<file path="src/rtl/param_deser.sv">
// Parameterised serial-to-parallel receiver: start bit, W data bits (LSB first), P2 stop bits.
// Optional even parity bit enabled by defining PARAM_DESER_PARITY_EN.
module param_deser #(
   parameter int F  = 3,
   parameter int K  = 0,
   parameter int P1 = 4,
   parameter int P2 = 1
) (
   input  logic         clk,
   input  logic         rst_n,
   input  logic         d,
   output logic [F:K]   q,
   output logic         q_valid,
   input  logic         q_ready,
   output logic         overrun,
   output logic         frame_err,
   output logic         parity_err
);

   localparam int W  = F - K + 1;
   localparam int CW = $clog2(P1 + 1);
   localparam int BW = $clog2(W + P2 + 1);

   localparam logic [CW-1:0] HALF      = CW'(P1 / 2);
   localparam logic [CW-1:0] FULL      = CW'(P1);
   localparam logic [BW-1:0] LAST_DATA = BW'(W - 1);
   localparam logic [BW-1:0] LAST_STOP = BW'(P2 - 1);

`ifdef PARAM_DESER_PARITY_EN
   typedef enum logic [2:0] {IDLE, START, DATA, PARITY, STOP} state_t;
`else
   typedef enum logic [1:0] {IDLE, START, DATA, STOP} state_t;
`endif

   state_t        state, state_nxt;
   logic [CW-1:0] cnt, cnt_nxt;
   logic [BW-1:0] bitcnt, bitcnt_nxt;
   logic [W-1:0]  sh, sh_nxt;
   logic          commit, commit_nxt;
   logic          ferr_nxt;
   logic          tick;

`ifdef PARAM_DESER_PARITY_EN
   logic          perr_nxt;
`endif

   // Sample point: the counter reaching 1 marks the cycle the line is read.
   assign tick = (cnt == CW'(1));

   // NOTE: every always_comb output gets a default first so no path infers a latch.
   always_comb begin
      state_nxt  = state;
      cnt_nxt    = cnt;
      bitcnt_nxt = bitcnt;
      sh_nxt     = sh;
      commit_nxt = 1'b0;
      ferr_nxt   = 1'b0;
`ifdef PARAM_DESER_PARITY_EN
      perr_nxt   = 1'b0;
`endif
      if (state != IDLE && !tick)
         cnt_nxt = cnt - CW'(1);

      case (state)
         IDLE: begin
            if (!d) begin
               state_nxt = START;
               cnt_nxt   = HALF;
            end
         end
         START: begin
            if (tick) begin
               if (d) begin
                  state_nxt = IDLE;
               end else begin
                  state_nxt  = DATA;
                  cnt_nxt    = FULL;
                  bitcnt_nxt = '0;
               end
            end
         end
         DATA: begin
            if (tick) begin
               sh_nxt  = W'({d, sh} >> 1);
               cnt_nxt = FULL;
               if (bitcnt == LAST_DATA) begin
                  bitcnt_nxt = '0;
`ifdef PARAM_DESER_PARITY_EN
                  state_nxt  = PARITY;
`else
                  state_nxt  = STOP;
`endif
               end else begin
                  bitcnt_nxt = bitcnt + BW'(1);
               end
            end
         end
`ifdef PARAM_DESER_PARITY_EN
         PARITY: begin
            if (tick) begin
               if (d != ^sh) begin
                  perr_nxt  = 1'b1;
                  state_nxt = IDLE;
               end else begin
                  state_nxt = STOP;
                  cnt_nxt   = FULL;
               end
            end
         end
`endif
         STOP: begin
            if (tick) begin
               if (!d) begin
                  ferr_nxt  = 1'b1;
                  state_nxt = IDLE;
               end else if (bitcnt == LAST_STOP) begin
                  commit_nxt = 1'b1;
                  state_nxt  = IDLE;
               end else begin
                  bitcnt_nxt = bitcnt + BW'(1);
                  cnt_nxt    = FULL;
               end
            end
         end
         default: state_nxt = IDLE;
      endcase
   end

   // NOTE: sequential state uses non-blocking assignments so every register samples pre-edge values.
   always_ff @(posedge clk or negedge rst_n) begin
      if (!rst_n) begin
         state     <= IDLE;
         cnt       <= '0;
         bitcnt    <= '0;
         sh        <= '0;
         commit    <= 1'b0;
         frame_err <= 1'b0;
      end else begin
         state     <= state_nxt;
         cnt       <= cnt_nxt;
         bitcnt    <= bitcnt_nxt;
         sh        <= sh_nxt;
         commit    <= commit_nxt;
         frame_err <= ferr_nxt;
      end
   end

`ifdef PARAM_DESER_PARITY_EN
   always_ff @(posedge clk or negedge rst_n) begin
      if (!rst_n) parity_err <= 1'b0;
      else        parity_err <= perr_nxt;
   end
`else
   assign parity_err = 1'b0;
`endif

   // The shift register stays frozen in IDLE, so it still holds the word one cycle after the stop sample.
   always_ff @(posedge clk or negedge rst_n) begin
      if (!rst_n) begin
         q       <= '0;
         q_valid <= 1'b0;
         overrun <= 1'b0;
      end else if (commit) begin
         if (!q_valid || q_ready) begin
            q       <= sh;
            q_valid <= 1'b1;
         end else begin
            overrun <= 1'b1;
         end
      end else if (q_valid && q_ready) begin
         q_valid <= 1'b0;
      end
   end

endmodule

</file>
<file path="config.mk">
export PLATFORM = sky130hd
export DESIGN_NAME = param_deser
export DESIGN_NICKNAME = d
export VERILOG_FILES = /design/src/rtl/param_deser.sv
export SDC_FILE = /design/constraint.sdc
export NUM_CORES = 1
export LEC_CHECK = 0
export CAP_MARGIN = 20
export CORE_AREA = 3 3 56 43
export DETAILED_ROUTE_END_ITERATION = 10
export DIE_AREA = 0 0 59 46
export HOLD_SLACK_MARGIN = 0.06
export PLACE_DENSITY = 0.9
export SETUP_SLACK_MARGIN = 0.05
export SYNTH_ARGS = -nofsm -noshare
export SYNTH_HDL_FRONTEND = slang
export SYNTH_SLANG_ARGS = --single-unit
</file>
<file path="constraint.sdc">
create_clock -name clk -period 3.7 [get_ports clk]
set_input_delay 0.555 -clock clk [delete_from_list [all_inputs] [get_ports clk]]
set_output_delay 0.555 -clock clk [all_outputs]
set_load 0.03 [all_outputs]
</file>
==> flow_metrics.env, run 1 <==
export IMPL_required_ns=3.89
export IMPL_dieArea_um2=2714
export IMPL_gr_usage_met3_pct=5.099
export IMPL_dpl_cell_area_um2=1176
export IMPL_r2r_start="cnt[0]"
export IMPL_final_nets=119
export IMPL_startpoint_type="flop"
export IMPL_rows=13
export IMPL_syn2layout_area_growth_pct=13.53
export IMPL_fin_setup_tns_ns=0
export IMPL_synth_compound_area_share_pct=15.95
export IMPL_die_h_um=46
export IMPL_viasPerCell=5.769
export IMPL_setup_slack_ns=1.656
export IMPL_crit_family="simple AND/OR/NAND/NOR gates"
export IMPL_synth_seq_area_share_pct=46.24
export IMPL_grt_pass1_vias=666
export IMPL_syn_nets=109
export IMPL_muxShareOfSynthArea_pct=9.249
export IMPL_hold_path_end="q_valid"
export IMPL_grt_setup_unrepaired="no"
export IMPL_timing_final_crit_share_pct=55.24
export IMPL_clock_sinks=20
export IMPL_slew_headroom_pct=42.41
export IMPL_start_util_pct=58.37
export IMPL_synth_seq_cells=20
export IMPL_met2_usage_pct=24.89
export IMPL_port_buffers=10
export IMPL_layout_min_cycle_time_ns=2.044
export IMPL_coreArea_um2=1854
export IMPL_drc_errors=0
export IMPL_drv_cap=0
export IMPL_drt_iter0_drc=18
export IMPL_antenna_found_initial=0
export IMPL_worstHoldPathType="flop to flop"
export IMPL_wl_per_cell_um=14.61
export IMPL_crit_cells=5
export IMPL_async_reset_ff_share_pct=100.0
export IMPL_r2r_end="sh[0]"
export IMPL_fin_worst_skew_ns=0.008076
export IMPL_cts_hold_buf=0
export IMPL_cts_htree_levels=1
export IMPL_antenna_left=0
export IMPL_post_cts_resized=0
export IMPL_num_io_pins=12
export IMPL_grt_max_degree=21
export IMPL_synth_edf_count=0
export IMPL_drt_total_wl_mm=1.899
export IMPL_use_met1_pct=20.71
export IMPL_hold_violations=0
export IMPL_num_vias=750
export IMPL_cp_slowest_stage_delay_ns=0.46
export IMPL_setup_viol=0
export IMPL_drv_slew=0
export IMPL_syn_avg_cell_area_um2=10.93
export IMPL_synthAdderAreaFrac_pct=6.936
export IMPL_cp_arrival_ns=2.24
export IMPL_regToRegSetupSlack_ns=1.66
export IMPL_clock_path_buffers=2
export IMPL_place_ws_ns=1.509
export IMPL_syn_instance_count=99
export IMPL_crit_chain="ha_1 -> nor2b_2 -> nand2_1 -> nor2_1 -> mux2_2"
export IMPL_power_density_nw_per_um2=700.7
export IMPL_track_usage_pct=16.02
export IMPL_hp_start="commit"
export IMPL_clkLatencyLatePin_ns=0.30
export IMPL_worst_setup_path_end_kind="flop"
export IMPL_fmax_ghz=0.4892
export IMPL_busiest_layer="met2"
export IMPL_synth_xor_area_share_pct=0
export IMPL_worstPathMaxFanout=11
export IMPL_p_leak_nw=0.5674
export IMPL_cts_setup_buffers=0
export IMPL_synth_warnings=0
export IMPL_worst_slew_pin_slew_ns=0.8611
export IMPL_dp_hpwl_mm=1.409
export IMPL_synth_simple_gate_area_share_pct=15.38
export IMPL_synth_top_family_by_area="compound AO/OA/AOI/OAI gates"
export IMPL_path_class="flop to flop"
export IMPL_synth_area_leader_cell="dfrtp_1"
export IMPL_final_layout_size_suffix_gt1_share_pct=18.52
export IMPL_cts_buffers=3
export IMPL_gp_congestion=0.8456
export IMPL_grt_overflow_total=0
export IMPL_fin_area_um2=1229
export IMPL_post_synth_top_area_fraction_pct=46.24
export IMPL_n_antenna_cell=0
export IMPL_crit_buf_inv=0
export IMPL_min_delay_path_depth=2
export IMPL_critical_path_slowest_cell="nor2b_2"
export IMPL_die_w_um=59
export IMPL_status="complete, no violations"
export IMPL_ff2ff_path_depth=5
export IMPL_ys_types=39
export IMPL_grt_pass1_wl_mm=3.084
export IMPL_synth_area_top_cells="dfrtp_1, mux2_2, ha_1"
export IMPL_power_mw=0.8609
export IMPL_synth_area_um2=1082
export IMPL_clockRootBuffer="clkbuf_4"
export IMPL_synth_main_ff_cell="dfrtp_1"
export IMPL_cts_tree="built"
export IMPL_peakVddDrop_mv=0.4543
export IMPL_clkSlewWorstSetupHoldPaths_ns=0.11
export IMPL_first_pass_iters=4
-- final cells by class --
| type | instances | area [µm²] |
|---|---|---|
| clock buffers | 3 | 22.52 |
| clock inverters | 1 | 30.03 |
| fillers | 164 | 625.6 |
| inverters | 8 | 30.03 |
| multi-input cells | 66 | 518.0 |
| flip-flops and latches | 20 | 500.5 |
| well taps | 22 | 27.53 |
| repair buffers | 10 | 100.1 |
-- synth_stat cells, types with 2 or more instances --
library cell and instances:
dfrtp_1 20, inv_1 8, mux2_2 8, nor2_1 8, ha_1 6, nand2_1 6, a21oi_1 3, buf_2 3
a21o_1 2, a31oi_1 2, a32o_1 2, nand2b_1 2, nor2b_1 2, nor3_1 2
-- flip-flops by register name (all words and copies together) (netlist names), named ones only --
signal     cells
overrun        1
sh             4
state          1
cnt            3
q              4
frame_err      1
q_valid        1
bitcnt         3
commit         1
-- worst max path at each step --
stage            from         to  slack [ns]
2_1_floorplan  cnt[0]     cnt[1]        2.16
3_3_place_gp        d  bitcnt[2]        1.57
3_5_place_dp        d  bitcnt[2]        1.51
4_1_cts        cnt[0]      sh[0]        1.66
5_1_grt        cnt[0]      sh[0]        1.49
6_report       cnt[0]      sh[0]        1.66
-- worst reg2reg max path: stages (launching register included) --
cell and delay, ns:
dfrtp_1 0.45, ha_1 0.21, nor2b_2 0.46, nand2_1 0.15, nor2_1 0.29, mux2_2 0.37
-- cells by family after synthesis --
| kind of cell | Yosys count |
|---|---|
| DFF | 20 |
| muxes | 9 |
| AOI/OAI and AO/OA | 20 |
| other | 1 |
| buffers and inverters | 13 |
| and+or+nand+nor | 30 |
| adders and majority gates | 6 |
-- per-stage QoR --
stage	cells	util (%)	hold slack, ns
after global routing	130	66.26	0.5062
after detailed placement	126	63.43	0.4579
after global placement	126	63.43	0.4518
after CTS	130	66.26	0.4859
after floorplan	99	-	0.2594
final	130	66.26	0.4785
-- metal layers --
| layer | share of wire [%] | routed length (µm) |
|---|---|---|
| met2 | 46 | 870 |
| met3 | 6.1 | 115 |
| met1 | 47 | 890 |
| met4 | 1.2 | 23 |
| met5 | 0 | 0 |
-- power by group --
group | leakage, nW | internal [mW] | switching (mW)
registers | 0.264 | 0.274 | 0.0836
logic | 0.275 | 0.161 | 0.167
clock network | 0.0279 | 0.110 | 0.0665
-- placed cells by master, fill, tap and decap left out, drive strengths merged, types with 2 or more instances in the layout --
master / netlist / routed
dfrtp: 20 / 20
clkdlybuf4s50: 0 / 10
inv: 8 / 8
nor2: 8 / 8
mux2: 8 / 8
nand2: 6 / 6
ha: 6 / 6
a21oi: 3 / 3
clkbuf: 0 / 3
nor2b: 3 / 3
nand2b: 2 / 2
a31oi: 2 / 2
a32o: 2 / 2
a21o: 2 / 2
nor3: 2 / 2
Note: power is estimated with default switching activity, not from simulation.
==> inputs of run 2 (changes only) <==
CORE_AREA = 3 3 61 46   (was 3 3 56 43)
DIE_AREA = 0 0 64 49   (was 0 0 59 46)
PLACE_DENSITY = 0.83   (was 0.9)
clock period = 1.7 ns   (was 3.7 ns; I/O delays follow)
==> run 2 against run 1 <==
Effect of this change:
- utilization shrank 5.1 points
- first-iteration DRC count down 11%
- via count rose by 8.0%
- sequential cell count unchanged
- global-route usage is 2.0 points lower
- final cell count is 15% higher
- non-clock buffer count rose by 9
- cell area up 9.1%
- maximum frequency increased by 26%
- sequential power rose by 120%
- critical path type unchanged
==> flow_metrics.env, run 2 (same netlist as run 1, synthesis figures left out) <==
export IMPL_worst_setup_path_end_kind="flop"
export IMPL_wl_per_cell_um=15.05
export IMPL_rows=14
export IMPL_crit_chain="ha_2 -> ha_1 -> nor2b_1 -> a32o_1 -> a221o_1"
export IMPL_clock_path_buffers=2
export IMPL_dp_cells=142
export IMPL_clockRootBuffer="clkbuf_4"
export IMPL_final_fill_count=171
export IMPL_antenna_found_initial=0
export IMPL_start_util_pct=49.43
export IMPL_die_h_um=49
export IMPL_grt_overflow_total=0
export IMPL_stdcell_count=149
export IMPL_track_usage_pct=14.01
export IMPL_cts_htree_levels=1
export IMPL_cp_arrival_ns=1.82
export IMPL_clkLatencyLatePin_ns=0.30
export IMPL_drv_cap=0
export IMPL_first_pass_iters=4
export IMPL_worstHoldPathType="input pin to asynchronous set/reset pin"
export IMPL_final_nets=128
export IMPL_regArea_um2=500.5
export IMPL_port_buffers=10
export IMPL_top_regs="q x4, sh x4"
export IMPL_dieArea_um2=3136
export IMPL_clkSlewWorstSetupHoldPaths_ns=0.11
export IMPL_antenna_left=0
export IMPL_grt_max_degree=21
export IMPL_cts_tree="built"
export IMPL_peakVddDrop_mv=0.9823
export IMPL_crit_buf_inv=0
export IMPL_worst_slew_pin_slew_ns=0.5460
export IMPL_drv_slew=0
export IMPL_grt_pass1_vias=750
export IMPL_timing_final_crit_share_pct=95.52
export IMPL_cp_slowest_stage_delay_ns=0.44
export IMPL_coreArea_um2=2190
export IMPL_fmax_ghz=0.6158
export IMPL_status="complete, no violations"
export IMPL_dp_hpwl_mm=1.621
export IMPL_slew_headroom_pct=63.60
export IMPL_drc_errors=0
export IMPL_cts_hold_buf=0
export IMPL_fin_area_um2=1340
export IMPL_critical_path_slowest_cell="dfrtp_1"
export IMPL_drt_total_wl_mm=2.243
export IMPL_fin_setup_tns_ns=0
export IMPL_multi_input_area_um2=538.0
export IMPL_mostFrequentLayoutCell="dfrtp_1"
export IMPL_num_io_pins=12
export IMPL_gr_usage_met3_pct=4.839
export IMPL_p_leak_nw=0.6668
export IMPL_crit_family="compound AO/OA/AOI/OAI gates"
export IMPL_use_met1_pct=18.53
export IMPL_final_cell_mix="dfrtp_1, inv_1, mux2_2, buf_4"
export IMPL_layout_min_cycle_time_ns=1.624
export IMPL_clock_sinks=20
export IMPL_final_layout_size_suffix_gt1_share_pct=28.21
export IMPL_required_ns=1.90
export IMPL_path_class="flop to flop"
export IMPL_cts_buffers=3
export IMPL_fin_worst_skew_ns=0.001946
export IMPL_grt_setup_unrepaired="yes"
export IMPL_worstPathMaxFanout=4
export IMPL_grt_pass1_wl_mm=3.450
export IMPL_drt_iter0_drc=16
export IMPL_hold_violations=0
export IMPL_die_w_um=64
export IMPL_setup_viol=0
export IMPL_viasPerCell=5.436
export IMPL_syn2layout_area_growth_pct=23.82
export IMPL_met2_usage_pct=22.98
export IMPL_gp_congestion=0.8156
export IMPL_dpl_cell_area_um2=1234
export IMPL_num_vias=810
export IMPL_busiest_layer="met2"
export IMPL_startpoint_type="flop"
export IMPL_n_antenna_cell=0
export IMPL_power_density_nw_per_um2=1565
run 2: changes by cell type in the layout (fill, tap and decap cells not counted), moves of 2 or more:
cell	before	now
buf_4	0	8
clkdlybuf4s50_1	10	7
dlymetal6s2s_1	0	3
ha_1	6	4
ha_2	0	2
run 2: cell type report:
cell class,instances,area share [%]
Clock buffer,3,1.681
Multi-Input combinational cell,66,40.15
Clock inverter,1,2.241
Tap cell,32,2.988
Sequential cell,20,37.35
Timing Repair Buffer,19,13.35
Inverter,8,2.241
run 2: layer usage:
layer | up-vias | share of wire, %
met5 | - | 0
met4 | 0 | 0.36
met3 | 2 | 3.4
met2 | 12 | 51
met1 | 415 | 45
li1 | 381 | -
run 2: final timing paths:
| kind | start | endpoint | cells past startpoint | slack [ns] |
|---|---|---|---|---|
| setup / recovery | bitcnt[0] | state[0] | 5 | 0.08 |
| hold / removal | rst_n | bitcnt[0] | 2 | 0.27 |
| setup reg to reg | bitcnt[0] | state[0] | 5 | 0.08 |
| hold reg to reg | commit | q_valid | 2 | 0.49 |
| max in group asynchronous | rst_n | q_valid | 2 | 1.22 |
| min in group clk | commit | q_valid | 2 | 0.49 |
run 2: metrics by stage:
stage	util [%]	power (mW)	hold WS (ns)	setup slack, ns
floorplan	-	1.369	-0.04059	0.1572
global placement	56.34	1.543	0.4510	0.08545
detailed placement	56.34	1.605	0.4653	0.07564
CTS	58.86	2.003	0.2800	0.05017
global route	61.20	2.227	0.2823	0.01011
finish	61.20	2.097	0.2747	0.07619
run 2: report_power, final:
part	internal [mW]	switching (mW)	leakage, nW
logic	0.475	0.454	0.375
clock network	0.238	0.150	0.0279
registers	0.602	0.178	0.264
total	1.31	0.782	0.667
run 2: timing repair:
action | in CTS | in global routing
endpoints found under the hold margin | 0 | 0
pin swaps | 0 | 3
buffers inserted | 0 | 3
endpoints found under the setup margin | 4 | 13
gates resized for setup | 1 | 9
